`src/rtl/packet_classifier.sv`:
```
// rtl/packet_classifier.sv - serial sync hunter, packet field extractor and rule-table classifier
module packet_classifier #(
    parameter int                SYNC_W   = 32,
    parameter logic [SYNC_W-1:0] SYNC     = 32'hA5A5A5A5,
    parameter int                PKT_BITS = 256,
    parameter int                PORT_OFS = 64,
    parameter int                SESS_OFS = 136,
    parameter int                NUM_CH   = 8,
    parameter int                CNT_W    = 8,
    parameter int                TOT_W    = 32,
    localparam int               IDX_W    = (NUM_CH > 1) ? $clog2(NUM_CH) : 1
) (
    input  logic                      clk,
    input  logic                      rst,
    input  logic                      data_in,
    input  logic                      data_valid,
    input  logic                      cfg_we,
    input  logic [IDX_W-1:0]          cfg_idx,
    input  logic [15:0]               cfg_port,
    input  logic                      cfg_en,
    input  logic                      clr_cnt,
    output logic [TOT_W-1:0]          total_cnt,
    output logic [TOT_W-1:0]          miss_cnt,
    output logic [NUM_CH*CNT_W-1:0]   pkt_cnt,
    output logic [NUM_CH*CNT_W-1:0]   sess_cnt,
    output logic                      pkt_done,
    output logic [15:0]               pkt_port,
    output logic [NUM_CH-1:0]         pkt_hit
);

    localparam int              BC_W     = $clog2(PKT_BITS + 1);
    localparam logic [BC_W-1:0] LAST_BIT = BC_W'(PKT_BITS - 1);
    localparam logic [BC_W-1:0] PORT_LO  = BC_W'(PORT_OFS);
    localparam logic [BC_W-1:0] PORT_HI  = BC_W'(PORT_OFS + 16);
    localparam logic [BC_W-1:0] SESS_LO  = BC_W'(SESS_OFS);
    localparam logic [BC_W-1:0] SESS_HI  = BC_W'(SESS_OFS + 8);

    typedef enum logic [1:0] {HUNT, CAPTURE, CLASSIFY} state_t;

    state_t            state_q, state_d;
    logic [SYNC_W-1:0] sync_q, sync_d;
    logic [BC_W-1:0]   bit_cnt_q, bit_cnt_d;
    logic [15:0]       port_q;
    logic [7:0]        sess_q;

    logic [15:0]       rule_port_q [NUM_CH];
    logic [NUM_CH-1:0] rule_en_q;
    logic [NUM_CH-1:0] seen_q;
    logic [7:0]        last_sess_q [NUM_CH];
    logic [CNT_W-1:0]  pkt_cnt_q   [NUM_CH];
    logic [CNT_W-1:0]  sess_cnt_q  [NUM_CH];
    logic [TOT_W-1:0]  total_q, miss_q;

    logic              pkt_done_q;
    logic [15:0]       pkt_port_q;
    logic [NUM_CH-1:0] pkt_hit_q;

    logic              classify, in_port, in_sess;
    logic              hit_any, sess_new;
    logic [IDX_W-1:0]  win_idx;
    logic [NUM_CH-1:0] hit_vec;

    always_ff @(posedge clk) begin
        if (rst) begin
            state_q   <= HUNT;
            sync_q    <= '0;
            bit_cnt_q <= '0;
        end else begin
            state_q   <= state_d;
            sync_q    <= sync_d;
            bit_cnt_q <= bit_cnt_d;
        end
    end

    always_comb begin
        state_d   = state_q;
        sync_d    = sync_q;
        bit_cnt_d = bit_cnt_q;
        case (state_q)
            HUNT: begin
                if (data_valid) begin
                    sync_d = {sync_q[SYNC_W-2:0], data_in};
                    if (sync_d == SYNC) begin
                        state_d   = CAPTURE;
                        bit_cnt_d = '0;
                    end
                end
            end
            CAPTURE: begin
                if (data_valid) begin
                    bit_cnt_d = bit_cnt_q + 1'b1;
                    if (bit_cnt_q == LAST_BIT) state_d = CLASSIFY;
                end
            end
            CLASSIFY: begin
                // The bit offered in this cycle is dropped; hunting restarts from a clean register.
                state_d = HUNT;
                sync_d  = '0;
            end
            default: state_d = HUNT;
        endcase
    end

    assign classify = (state_q == CLASSIFY);
    assign in_port  = (state_q == CAPTURE) && data_valid && (bit_cnt_q >= PORT_LO) && (bit_cnt_q < PORT_HI);
    assign in_sess  = (state_q == CAPTURE) && data_valid && (bit_cnt_q >= SESS_LO) && (bit_cnt_q < SESS_HI);

    always_ff @(posedge clk) begin
        if (rst) begin
            port_q <= '0;
            sess_q <= '0;
        end else begin
            if (in_port) port_q <= {port_q[14:0], data_in};
            if (in_sess) sess_q <= {sess_q[6:0], data_in};
        end
    end

    // Descending scan so the lowest matching index is the one left standing.
    always_comb begin
        hit_any = 1'b0;
        win_idx = '0;
        hit_vec = '0;
        for (int i = NUM_CH - 1; i >= 0; i--) begin
            if (rule_en_q[i] && (rule_port_q[i] == port_q)) begin
                hit_any = 1'b1;
                win_idx = IDX_W'(i);
            end
        end
        if (hit_any) hit_vec[win_idx] = 1'b1;
        sess_new = !seen_q[win_idx] || (sess_q > last_sess_q[win_idx]);
    end

    always_ff @(posedge clk) begin
        if (rst) begin
            total_q    <= '0;
            miss_q     <= '0;
            rule_en_q  <= '0;
            seen_q     <= '0;
            pkt_done_q <= 1'b0;
            pkt_port_q <= '0;
            pkt_hit_q  <= '0;
            for (int i = 0; i < NUM_CH; i++) begin
                rule_port_q[i] <= '0;
                last_sess_q[i] <= '0;
                pkt_cnt_q[i]   <= '0;
                sess_cnt_q[i]  <= '0;
            end
        end else begin
            pkt_done_q <= classify;
            if (classify) begin
                pkt_port_q <= port_q;
                pkt_hit_q  <= hit_vec;
            end
            if (clr_cnt) begin
                total_q <= '0;
                miss_q  <= '0;
                for (int i = 0; i < NUM_CH; i++) begin
                    pkt_cnt_q[i]  <= '0;
                    sess_cnt_q[i] <= '0;
                end
            end else if (classify) begin
                if (total_q != '1) total_q <= total_q + 1'b1;
                if (hit_any) begin
                    if (pkt_cnt_q[win_idx] != '1) pkt_cnt_q[win_idx] <= pkt_cnt_q[win_idx] + 1'b1;
                    if (sess_new) begin
                        if (sess_cnt_q[win_idx] != '1) sess_cnt_q[win_idx] <= sess_cnt_q[win_idx] + 1'b1;
                        last_sess_q[win_idx] <= sess_q;
                        seen_q[win_idx]      <= 1'b1;
                    end
                end else if (miss_q != '1) begin
                    miss_q <= miss_q + 1'b1;
                end
            end
            // A rule write overrides any same-cycle session update on that channel.
            if (cfg_we) begin
                rule_port_q[cfg_idx] <= cfg_port;
                rule_en_q[cfg_idx]   <= cfg_en;
                seen_q[cfg_idx]      <= 1'b0;
                last_sess_q[cfg_idx] <= '0;
            end
        end
    end

    for (genvar g = 0; g < NUM_CH; g++) begin : g_pack
        assign pkt_cnt[g*CNT_W +: CNT_W]  = pkt_cnt_q[g];
        assign sess_cnt[g*CNT_W +: CNT_W] = sess_cnt_q[g];
    end

    assign total_cnt = total_q;
    assign miss_cnt  = miss_q;
    assign pkt_done  = pkt_done_q;
    assign pkt_port  = pkt_port_q;
    assign pkt_hit   = pkt_hit_q;

endmodule

```
`config.mk`:
```
export PLATFORM = sky130hd
export DESIGN_NAME = packet_classifier
export DESIGN_NICKNAME = d
export VERILOG_FILES = /design/src/rtl/packet_classifier.sv
export SDC_FILE = /design/constraint.sdc
export NUM_CORES = 1
export LEC_CHECK = 0
export ABC_AREA = 1
export ABC_CLOCK_PERIOD_IN_PS = 12580
export CORE_MARGIN = 2
export CORE_UTILIZATION = 35
export DETAILED_ROUTE_END_ITERATION = 16
export PLACE_DENSITY = 0.57
export SLEW_MARGIN = 40
export SYNTH_ARGS = -nofsm -noshare
export SYNTH_HDL_FRONTEND = slang
export SYNTH_SLANG_ARGS = --single-unit
```
`constraint.sdc`:
```
create_clock -name clk -period 12.58 [get_ports clk]
set_clock_uncertainty 0.15 [all_clocks]
set_input_delay 2.516 -clock clk [delete_from_list [all_inputs] [get_ports clk]]
set_output_delay 2.516 -clock clk [all_outputs]
set_load 0.05 [all_outputs]
```
==> results.py, run 1 <==
metrics = {
    "status": {
        "status": "completed",
    },
    "hold_path": {
        "hold_path.startpoint": "sync_q[30]",
        "whs_path_depth": 2,
        "hold_class": "flip-flop to flip-flop",
        "holdPathEnd": "sync_q[30]",
    },
    "cells_and_area": {
        "drive_gt1_share_pct": 6.734,
        "final_nets": 3440,
        "multi_input_area_um2": 10610,
        "register_area_um2": 12390,
        "diodes": 0,
        "final_common_cell": "nand2_1",
        "syn2layout_area_growth_pct": 20.67,
        "fillCellCount": 7144,
        "mostFrequentLayoutCells": "nand2_1, nor2_1, inv_1",
    },
    "critical_path": {
        "crit_start": "port_q[15]",
        "r2r-end": "sess_cnt_q[0][6]",
        "worst-endpoint-arrival_ps": 7410,
        "worstSetupPathType": "flip-flop to flip-flop",
        "cp_max_fo": 47,
        "start_kind": "flip-flop",
        "reg2regPathDepth": 31,
        "path_common_cell": "nand2_1",
        "cp-end-kind": "flip-flop",
        "cp.required_ps": 12720,
        "r2r_start": "port_q[15]",
        "max_stage_delay_ps": 760,
        "crit_slowest_cell": "dfxtp_1",
        "ff2ff_setup_slack_ps": 5310,
    },
    "cts": {
        "cts_hold_buf": 0,
        "max-clock-path-buffers": 3,
        "clockRootBuffer": "clkbuf_16",
        "cts_resized": 0,
        "cts_buffers": 54,
        "clkLatencyLatePin_ps": 650,
        "path_clk_slew_ps": 60,
        "cts_sinks": 491,
        "cts_htree_levels": 2,
        "cts_tree": "done",
        "post_cts_buffers": 0,
    },
    "power_and_ir_drop": {
        "leakage_nw": 11.81,
        "power_density_nw_per_um2": 123.8,
        "ir_drop_mv": 0.1108,
    },
    "placed_design": {
        "dp_hpwl_mm": 61.74,
        "pre_cts_ws_ps": 5478,
        "numPortBuffers": 242,
        "routabilityCongestion": 0.9616,
    },
    "floorplan": {
        "die_h_um": 270.6,
        "die-area_um2": 73220,
        "start_util_pct": 35.46,
        "io-pin-count": 243,
        "coreArea_um2": 70150,
        "die_x_um": 270.6,
        "rows": 97,
    },
    "job": {
        "cap_violations": 0,
    },
    "route": {
        "vias": 22890,
        "routed_wirelength_mm": 88.60,
        "first_pass_iters": 6,
        "drc": 0,
        "ant_nets": 0,
        "wl_per_cell_um": 20.21,
        "drt-vias-per-instance": 5.219,
        "drt_iter0_markers": 2524,
    },
    "synthesis": {
        "synth_ff_type": "edfxtp_1",
        "ys_seq_area_share_pct": 49.82,
        "synth_largest_area_cell": "edfxtp_1",
        "yosys_warnings": 0,
        "synth_cell_types": 51,
        "syn_inst": 3196,
        "async_flop_share_pct": 0,
        "synth_xor_area_share_pct": 1.338,
        "synth_top_area_share_pct": 30.91,
        "synth_simple_gate_area_share_pct": 32.87,
        "synth_fa_ha_area_share_pct": 0.7545,
        "ys_ff_latch": 491,
        "syn_area_um2": 24870,
        "synth_top_family_by_area": "simple AND/OR/NAND/NOR gates",
        "synth-edff-count": 256,
        "syn_area_per_cell_um2": 7.783,
        "synth_mux_area_share_pct": 0,
        "synth_area_leaders": "edfxtp_1, dfxtp_1, nand2_1, nor2_1, inv_1",
        "syn-num-nets": 3237,
        "synth_compound_area_share_pct": 7.259,
    },
    "sta": {
        "worstMarginPinSlew_ps": 835.1,
        "period_share_pct": 57.78,
        "slew_violations": 0,
        "rsz0062_at_grt": "false",
        "fin_tns_setup_ps": 0,
        "clock.fmax_ghz": 0.1376,
        "hold_ws_ps": 321.6,
        "post-route-min-period_ps": 7269,
        "setup_violations": 0,
        "slew_headroom_pct": 44.25,
        "setup_ws_ps": 5311,
        "hold_viol_final": 0,
    },
    "grt": {
        "grt_pass1_vias": 21290,
        "grt_overflow_total": 0,
        "grt_pass1_wl_mm": 132.3,
        "grtUsageTotal_pct": 23.58,
        "grt_max_degree": 80,
        "antenna_found_initial": 6,
    },
}
## registers in the layout (all words and copies together) (netlist names), 9 cells and up
signal and cells:
total_cnt 32, last_sess_q 64, sync_q 31, rule_port_q 128, pkt_port 16, pkt_cnt_q 64, bit_cnt_q 9, port_q 16
sess_cnt_q 64, miss_cnt 32
## how the worst max path moves through the flow
stage	slack (ps)	endpoint
final	5310	sess_cnt_q[0][6]
after global placement	5310	sess_cnt_q[0][1]
after global routing	4810	sess_cnt_q[0][0]
after detailed placement	5480	sess_cnt_q[0][7]
after CTS	5440	sess_cnt_q[0][4]
after floorplan	7410	rule_port_q[1][0]
## kinds of logic after synthesis
logic type / Yosys count
AND/OR/NAND/NOR: 1842
XOR/XNOR: 38
AO/OA/AOI/OAI: 337
buffers and inverters: 473
adder cells (fa/ha/maj): 15
flip-flops: 491
## critical path, delay by kind of cell (launching register included)
| family | cells | cell delay (ps) |
|---|---|---|
| and+or+nand+nor | 24 | 3990 |
| buffers and inverters | 4 | 1440 |
| DFF | 1 | 760 |
| adders and majority gates | 1 | 290 |
| AOI/OAI and AO/OA | 2 | 220 |
## cell type report
type | instances | area share (%)
sequential | 491 | 41.28
multi-input combinational | 2232 | 35.35
timing repair buffer | 268 | 8.704
clock buffer | 78 | 5.211
inverter | 352 | 4.439
tap | 940 | 3.918
clock inverter | 24 | 1.096
## power breakdown
group | internal [mW] | switching [mW] | leakage, nW
clock | 0.994 | 0.700 | 0.924
combinational | 0.0699 | 0.188 | 6.35
sequential | 1.73 | 0.0366 | 4.54
## through the flow
| step | total power, mW | util [%] | std cells | instance area [µm²] |
|---|---|---|---|---|
| 6_report | 3.717 | 42.79 | 4385 | 30020 |
| 5_1_grt | 3.824 | 42.79 | 4385 | 30020 |
| 4_1_cts | 3.738 | 42.78 | 4385 | 30010 |
| 3_5_place_dp | 2.056 | 40.08 | 4283 | 28120 |
| 3_3_place_gp | 2.055 | 40.00 | 4283 | 28060 |
| 2_1_floorplan | 1.948 | - | 3196 | 24870 |
## routing by layer
layer	global-route usage [%]	routed length, µm
met1	32.92	38050
met5	0	57
met4	8.171	3245
met2	36.28	38690
met3	4.731	8559
## synth_stat cells (15+ instances only)
| master | count |
|---|---|
| clkbuf_1 | 70 |
| inv_2 | 30 |
| xnor2_1 | 22 |
| nand3_1 | 205 |
| nand2_1 | 783 |
| o21ai_0 | 80 |
| buf_4 | 20 |
| dfxtp_1 | 235 |
| nor4_1 | 20 |
| buf_2 | 17 |
| a21oi_1 | 197 |
| nand2_2 | 19 |
| nand3b_1 | 15 |
| nor2_1 | 541 |
| nand4_1 | 136 |
| inv_1 | 307 |
| edfxtp_1 | 256 |
| o22ai_1 | 21 |
| xor2_1 | 16 |
| nor3_1 | 59 |
| ha_1 | 15 |
(Power assumes the default switching activity.)
==> inputs of run 2 (changes only) <==
- ABC_CLOCK_PERIOD_IN_PS: 12580 -> 7100
- clock period: 12.58 -> 7.1 ns (I/O delays scaled with it)
==> results.py, run 2 (same netlist as run 1, synthesis figures left out) <==
metrics = {
    "cts": {
        "post_cts_buffers": 0,
        "cts_tree": "done",
        "cts_sinks": 491,
        "max-clock-path-buffers": 3,
        "cts_hold_buf": 0,
        "cts_htree_levels": 2,
        "path_clk_slew_ps": 60,
        "clockRootBuffer": "clkbuf_16",
        "clkLatencyLatePin_ps": 640,
        "cts_resized": 0,
        "cts_buffers": 54,
    },
    "critical_path": {
        "max_stage_delay_ps": 900,
        "crit_slowest_cell": "dfxtp_1",
        "worstSetupPathType": "flip-flop to flip-flop",
        "cp-end-kind": "flip-flop",
        "cp_max_fo": 19,
        "crit_path_cell_trace": "inv_1 > o21ai_0 > nor2_1 > nand2_1 > nor2_1 > nand3_1 > a21boi_2 > buf_4 > nand2_2 > inv_1 > nand2_1 > nand4_1 > nor2_1 > ha_1 > nand2_1 > nor2_1 > nand2_1 > o211ai_1 > o21ai_0 > nand2_2 > nand3_1 > inv_1 > nand2_4 > nand2_1",
        "cp.required_ps": 7260,
        "path_common_cell": "nand2_1",
        "start_kind": "flip-flop",
        "worst-endpoint-arrival_ps": 6630,
    },
    "floorplan": {
        "rows": 97,
        "die_h_um": 270.6,
        "coreArea_um2": 70150,
        "start_util_pct": 35.46,
        "die-area_um2": 73220,
        "die_x_um": 270.6,
        "io-pin-count": 243,
    },
    "power_and_ir_drop": {
        "switching_power_mw": 1.663,
        "leakage_nw": 11.93,
        "ir_drop_mv": 0.2009,
        "p_seq_share_pct": 47.0,
        "p_sw_share_pct": 24.98,
        "power_density_nw_per_um2": 220.1,
        "p_int_mw": 4.995,
        "clkPwrFrac_pct": 46.1,
        "combPwrFrac_pct": 7.0,
        "total_power_mw": 6.658,
    },
    "grt": {
        "grtUsageTotal_pct": 23.89,
        "grt_pass1_vias": 21710,
        "grt_max_degree": 68,
        "antenna_found_initial": 4,
        "busiest_layer": "met2",
        "met1_usage_pct": 33.17,
        "grt_overflow_total": 0,
        "grt_pass1_wl_mm": 134.8,
        "use_met2_pct": 37.56,
        "met3_usage_pct": 5.086,
    },
    "route": {
        "drt_iter0_markers": 2145,
        "wl_per_cell_um": 20.24,
        "routed_wirelength_mm": 89.25,
        "ant_nets": 0,
        "first_pass_iters": 5,
        "drc": 0,
        "drt-vias-per-instance": 5.185,
        "vias": 22860,
    },
    "sta": {
        "worstMarginPinSlew_ps": 884.3,
        "hold_ws_ps": 318.8,
        "rsz0062_at_grt": "false",
        "slew_violations": 0,
        "setup_ws_ps": 627.3,
        "period_share_pct": 91.17,
        "fin_tns_setup_ps": 0,
        "setup_violations": 0,
        "hold_viol_final": 0,
        "clock.fmax_ghz": 0.1545,
        "slew_headroom_pct": 40.97,
        "post-route-min-period_ps": 6473,
    },
    "cells_and_area": {
        "mostFrequentLayoutCells": "nand2_1, nor2_1, inv_1",
        "final_common_cell": "nand2_1",
        "regMostFlops": "rule_port_q",
        "final_nets": 3464,
        "syn2layout_area_growth_pct": 21.60,
        "fillCellCount": 7131,
        "diodes": 0,
        "drive_gt1_share_pct": 7.495,
        "largest_register_ffs": 128,
    },
    "placed_design": {
        "routabilityCongestion": 0.9577,
        "pre_cts_ws_ps": 735.1,
        "dp_hpwl_mm": 63.21,
        "numPortBuffers": 242,
    },
    "hold_path": {
        "hold_class": "flip-flop to flip-flop",
    },
    "job": {
        "cap_violations": 0,
    },
    "status": {
        "status": "completed",
    },
}
[run 2: cell types whose count changed in the layout (fill, tap and decap cells not counted), sizes merged]
cell      previous run  this run
inv                344       342
buf                 27        51
clkbuf              78        67
clkinvlp             2         6
clkinv              24        30
bufinv               6         9
[run 2: layout make-up]
type,count,area [µm²],area share (%)
repair buffers,292,2813,9.299
flip-flops and latches,491,12390,40.97
clock buffers,67,1461,4.831
clock inverters,35,478.0,1.580
inverters,352,1333,4.405
well taps,940,1176,3.888
multi-input cells,2232,10600,35.03
[run 2: worst paths after layout]
path | cells after the start | end | slack (ps) | start
hold reg to reg | 2 | pkt_hit[1] | 320 | pkt_hit[1]
hold / removal | 2 | pkt_hit[1] | 320 | pkt_hit[1]
setup / recovery | 24 | sess_cnt_q[5][1] | 630 | port_q[6]
setup reg to reg | 24 | sess_cnt_q[5][1] | 630 | port_q[6]
[run 2: power by group through the flow]
stage	Combinational [mW]	Clock, mW	Sequential [mW]
2_1_floorplan	0.185	0	3.27
3_3_place_gp	0.461	0	3.19
3_5_place_dp	0.461	0	3.19
4_1_cts	0.463	3.13	3.13
5_1_grt	0.499	3.23	3.13
6_report	0.463	3.07	3.13
[run 2: worst max-delay path: cells and delay by family, from the launching register on]
family	cells	cell delay, ps
simple gates	15	2540
buf+inv	4	1140
compound gates	4	1090
flops	1	900
fa+ha+maj	1	280
[run 2: metrics by stage]
step           util, %  instance area [µm²]  std cells
6_report         43.12                30250       4409
5_1_grt          43.12                30250       4409
4_1_cts          43.07                30210       4408
3_5_place_dp     40.30                28270       4306
3_3_place_gp     40.25                28230       4306
2_1_floorplan        -                24870       3196
[run 2: routing by layer]
layer | part of all wire [%] | wire length [µm]
met5 | 0.038 | 34
met3 | 8.5 | 7614
met1 | 44 | 39270
met4 | 2.6 | 2306
met2 | 45 | 40020
